===== src/rtl/viterbi_dec_k3.sv =====
// rtl/viterbi_dec_k3.sv - hard-decision K=3 rate-1/2 Viterbi decoder with register-exchange survivors
module viterbi_dec_k3 #(
    parameter int TB_DEPTH = 16,
    parameter int PM_W     = 8
) (
    input  logic       clk,
    input  logic       rst,
    input  logic       enable_decoder_i,
    input  logic [1:0] decoder_i,
    output logic       decoder_o,
    output logic       valid_o
);
    localparam int CNT_W = $clog2(TB_DEPTH + 1);
    localparam logic [CNT_W-1:0] CNT_FULL = CNT_W'(TB_DEPTH);
    localparam logic [PM_W:0]    PM_HALF  = {2'b01, {(PM_W-1){1'b0}}};
    localparam logic [PM_W:0]    PM_MAX   = {1'b0, {PM_W{1'b1}}};
    localparam logic [PM_W-1:0]  PM_INIT  = {3'b000, 1'b1, {(PM_W-4){1'b0}}};

    logic [PM_W-1:0]     pm      [4];
    logic [TB_DEPTH-1:0] sr      [4];
    logic [CNT_W-1:0]    cnt;
    logic                en_d1;
    logic [PM_W-1:0]     pm_next [4];
    logic [TB_DEPTH-1:0] sr_next [4];
    logic [PM_W:0]       acs_m   [4];
    logic [1:0]          best;
    logic                out_valid;

    // Hamming distance between the received pair and the symbol emitted from state p on input u
    function automatic logic [PM_W:0] branch_metric(input logic [1:0] p, input logic u,
                                                    input logic [1:0] rx);
        logic c0;
        logic c1;
        c0 = u ^ p[1] ^ p[0];
        c1 = u ^ p[0];
        return {{PM_W{1'b0}}, c0 ^ rx[1]} + {{PM_W{1'b0}}, c1 ^ rx[0]};
    endfunction

    // Add-compare-select into each next state {b, x}; ties keep the even predecessor, then a shared rebase
    always_comb begin
        logic [1:0]    ns_v;
        logic [1:0]    p0;
        logic [1:0]    p1;
        logic [PM_W:0] cand0;
        logic [PM_W:0] cand1;
        logic [PM_W:0] adj;
        logic          all_high;
        ns_v     = '0;
        p0       = '0;
        p1       = '0;
        cand0    = '0;
        cand1    = '0;
        adj      = '0;
        all_high = 1'b1;
        for (int ns = 0; ns < 4; ns++) begin
            acs_m[ns]   = '0;
            sr_next[ns] = '0;
            pm_next[ns] = '0;
        end
        for (int ns = 0; ns < 4; ns++) begin
            ns_v  = 2'(ns);
            p0    = {ns_v[0], 1'b0};
            p1    = {ns_v[0], 1'b1};
            cand0 = {1'b0, pm[p0]} + branch_metric(p0, ns_v[1], decoder_i);
            cand1 = {1'b0, pm[p1]} + branch_metric(p1, ns_v[1], decoder_i);
            if (cand1 < cand0) begin
                acs_m[ns]   = cand1;
                sr_next[ns] = {sr[p1][TB_DEPTH-2:0], ns_v[1]};
            end else begin
                acs_m[ns]   = cand0;
                sr_next[ns] = {sr[p0][TB_DEPTH-2:0], ns_v[1]};
            end
            if (acs_m[ns] < PM_HALF) begin
                all_high = 1'b0;
            end
        end
        for (int ns = 0; ns < 4; ns++) begin
            adj         = all_high ? (acs_m[ns] - PM_HALF) : acs_m[ns];
            pm_next[ns] = (adj > PM_MAX) ? {PM_W{1'b1}} : adj[PM_W-1:0];
        end
    end

    // Best state from registered metrics; the lowest index wins a tie
    always_comb begin
        best = 2'd0;
        for (int s = 1; s < 4; s++) begin
            if (pm[s] < pm[best]) begin
                best = 2'(s);
            end
        end
    end

    assign out_valid = en_d1 && (cnt == CNT_FULL);

    // Trellis state advances only on accepted symbols; the output stage registers every cycle
    always_ff @(posedge clk) begin
        if (rst) begin
            for (int s = 0; s < 4; s++) begin
                pm[s] <= (s == 0) ? '0 : PM_INIT;
                sr[s] <= '0;
            end
            cnt       <= '0;
            en_d1     <= 1'b0;
            decoder_o <= 1'b0;
            valid_o   <= 1'b0;
        end else begin
            en_d1     <= enable_decoder_i;
            valid_o   <= out_valid;
            decoder_o <= out_valid & sr[best][TB_DEPTH-1];
            if (enable_decoder_i) begin
                for (int s = 0; s < 4; s++) begin
                    pm[s] <= pm_next[s];
                    sr[s] <= sr_next[s];
                end
                if (cnt != CNT_FULL) begin
                    cnt <= cnt + CNT_W'(1);
                end
            end
        end
    end
endmodule


===== config.mk =====
export PLATFORM = sky130hd
export DESIGN_NAME = viterbi_dec_k3
export DESIGN_NICKNAME = d
export VERILOG_FILES = /design/src/rtl/viterbi_dec_k3.sv
export SDC_FILE = /design/constraint.sdc
export NUM_CORES = 1
export LEC_CHECK = 0
export CAP_MARGIN = 40
export CORE_ASPECT_RATIO = 1.4
export CORE_MARGIN = 2
export CORE_UTILIZATION = 25
export DETAILED_ROUTE_END_ITERATION = 7
export SKIP_CTS_REPAIR_TIMING = 1
export SYNTH_ARGS = -nofsm -noshare
export SYNTH_HDL_FRONTEND = slang
export SYNTH_SLANG_ARGS = --single-unit

===== constraint.sdc =====
create_clock -name clk -period 11.3 [get_ports clk]
set_clock_uncertainty 0.2 [all_clocks]
set_input_delay 1.13 -clock clk [delete_from_list [all_inputs] [get_ports clk]]
set_output_delay 1.13 -clock clk [all_outputs]
set_load 0.02 [all_outputs]

==> metrics.md <==
| Metric | Value |
|---|---|
| Die ar. | `~31000 sq um` |
| Area of the multi-input gates | `4150 sq um` |
| Final Util | `0.278` |
| Yosys synthesis warning count | `0` |
| Vias | `5199` |
| First-pass DRT Iterations | `4` |
| Nets | `around 800` |
| Die width | `149 um` |
| Seq. cell area | `2910 sq um` |
| Yosys cell types | `47` |
| Routed WL per cell | `15.2 um` |
| GPL Wtd Cong | `approximately 0.88` |
| Most used cell, CP | `ha_1` |
| CP max stage delay | `0.56 ns` |
| Setup TNS | `0 ns` |
| Die H | `207 um` |
| Skew-Pair Late Insertion Delay | `0.36 ns` |
| Remaining global-route overflow | `0` |
| Commonest non-fill, non-tap cell in the layout | `nor2_1` |
| Post-Synthesis Cell Area | `7350 sq um` |
| Crit share post-route | `0.590` |
| Antenna Cells | `0` |
| Status | `complete, no violations` |
| CP Launch Type | `primary input` |
| Crit Path Max Fanout | `15` |
| Vias in the first global route | `5358` |
| Largest cells by area after synthesis | `edfxtp_1, ha_1, mux2i_1` |
| CTS tree | `done` |
| Post-Syn Area per Cell | `about 10 sq um` |
| Maximum vdd ir drop | `0.0000933 V` |
| Cell Pwr Density | `175 nW/um^2` |
| Number of synthesized register bits | `100` |
| Commonest non-fill, non-tap cells in the layout | `nor2_1, edfxtp_1, ha_1, mux2i_1, nand2_1` |
| Post-synthesis sequential area ratio | `0.396` |
| Clk root buf | `clkbuf_16` |
| Tightest Pin Transition | `just under 0.9 ns` |
| Critical Path RT | `about 11 ns` |
| Num CTS Buffers | `9` |
| RSZ-0062 raised after global routing | `no` |
| CTS Buffer Depth | `2` |
| Max Slew Vio Count | `0` |
| Layout cells sized above 1 | `0.0709` |
| Total GRT Usage | `0.115` |
| Setup violations, final | `0` |
| Crit path DAT | `6.64 ns` |
| Fill cell total of the finished layout | `3072` |
| Initial antenna violation count | `0` |
| Largest area contributor in the netlist | `edfxtp_1` |
| Largest net degree at the start of global routing | `86` |
| Drc violations | `0` |
| Top cell type's share of synthesized area | `0.372` |
| Post-synth EDFFs | `91` |
| Final hold vios | `0` |
| Syn_nets | `between 800 and 900` |
| GR met3 Demand/Resource | `0.0202` |
| Top_reg_cell synth | `edfxtp_1` |
| Worst path bufs/invs | `5` |
| Max_cap viols | `0` |
| DRT antenna net count | `0` |
| Area Growth Syn to Fin | `10.1%` |
| Lkg Pwr | `0.00323 uW` |
| Met2 Track Usage GR | `0.207` |
| Fin cells | `1099` |
| IO Port Bufs | `6` |
| WL final | `16700 um` |
| Mapped Cells | `725` |
| Routed vias/inst | `4.73` |
| Initial Utilization | `0.253` |
| Worst hold path class | `flip-flop to flip-flop` |
| Power, Total | `1410 uW` |
| Core Area | `29100 sq um` |
| Row count | `74` |
| GRT busiest layer | `met2` |
| Dpl hpwl | `around 12000 um` |
| Post-synthesis async set-or-reset flop share | `0` |
| Initial DRC count | `387` |
| Worst Path Class, Setup | `primary input to flip-flop` |
| Critical-path cell list | `clkdlybuf4s50_1 > inv_1 > ha_1 > inv_1 > ha_1 > inv_1 > fa_1 > nor4_1 > xnor2_1 > ha_1 > nand4_1 > o221ai_1 > o22a_1 > mux2_2 > ha_1 > nor4_2 > buf_4 > a31oi_1 > mux2_2 > a211oi_1` |
| M1 GR Usage | `0.135` |
| I/O pins | `7` |
| Rel. slew slack | `0.404` |
| Post-layout min period | `6.67 ns` |
| Clock Sinks | `100` |
| Slowest cell on crit path | `nor4_2` |
| Critical Path Sink Type | `flip-flop` |
| First-pass GRT wire length | `27700 um` |
| Fmax | `150 MHz` |
| Largest delay share family, worst path | `adder cells` |
| Placed Instances | `1084` |
| H-tree level count | `3` |
| Clock slew at reported path FFs | `0.07 ns` |
[final cells by class]
cell class	instances	area share
timing repair buffer	13	0.0148
inverter	42	0.0195
multi-input combinational	549	0.513
clock buffer	9	0.0278
tap	380	0.0588
clock inverter	6	0.00603
sequential	100	0.360
[cell families after synthesis]
kind of cell               count (synthesis)  synth area share
and+or+nand+nor                          215             0.132
AOI/OAI and AO/OA                        115             0.103
muxes                                     81             0.113
xor gates and xnor gates                  55            0.0656
DFF                                      100             0.396
buffers and inverters                     76            0.0405
adders and majority gates                 83             0.150
[path summary, 6_finish.rpt]
kind,startpoint,endpoint,slack [ns],cells past startpoint
max reg2reg,pm[0][2],decoder_o,5.35,21
max,decoder_i[0],pm[0][7],4.63,20
min,cnt[1],cnt[1],0.30,2
min reg2reg,cnt[1],cnt[1],0.30,2
[synthesized netlist by cell type (all sizes together), types with 6 or more instances]
cell type / count
nand2: 45
ha: 75
clkbuf: 23
a31oi: 6
o32ai: 6
dfxtp: 9
and2: 9
fa: 8
mux2: 17
a21oi: 41
xnor2: 35
o21a: 6
nand4: 16
o21ai: 23
nand3: 19
a21o: 13
inv: 42
xor2: 20
nor2: 100
mux2i: 64
buf: 11
edfxtp: 91
[metrics by stage]
stage	area, sq um	worst slack [ns]	hold WS (ns)
global route	8090	4.25	0.338
global placement	7790	3.82	0.286
floorplan	7350	5.70	0.262
CTS	8090	4.65	0.304
finish	8090	4.63	0.299
detailed placement	7820	4.28	0.292
[where the power goes]
group / switching (uW) / internal (uW)
clock: 144 / 150
combinational: 351 / 268
sequential: 46.0 / 454
[layer usage]
metal,part of all wire,wire [um]
met3,0.033,552
met2,0.52,8590
met5,0,0
met1,0.42,7050
met4,0.028,471
[state kept, by name (all words and copies together) (netlist names)]
name and flops:
pm 32, en_d1 1, sr 60, cnt 5, valid_o 1, decoder_o 1
[tightest hold or removal path: cells and delay by family (launching register included)]
kind               cells  cell delay [ns]
AOI/OAI and AO/OA      1             0.06
DFF                    1             0.34
and+or+nand+nor        1             0.06
Note: power is estimated with default switching activity, not from simulation.
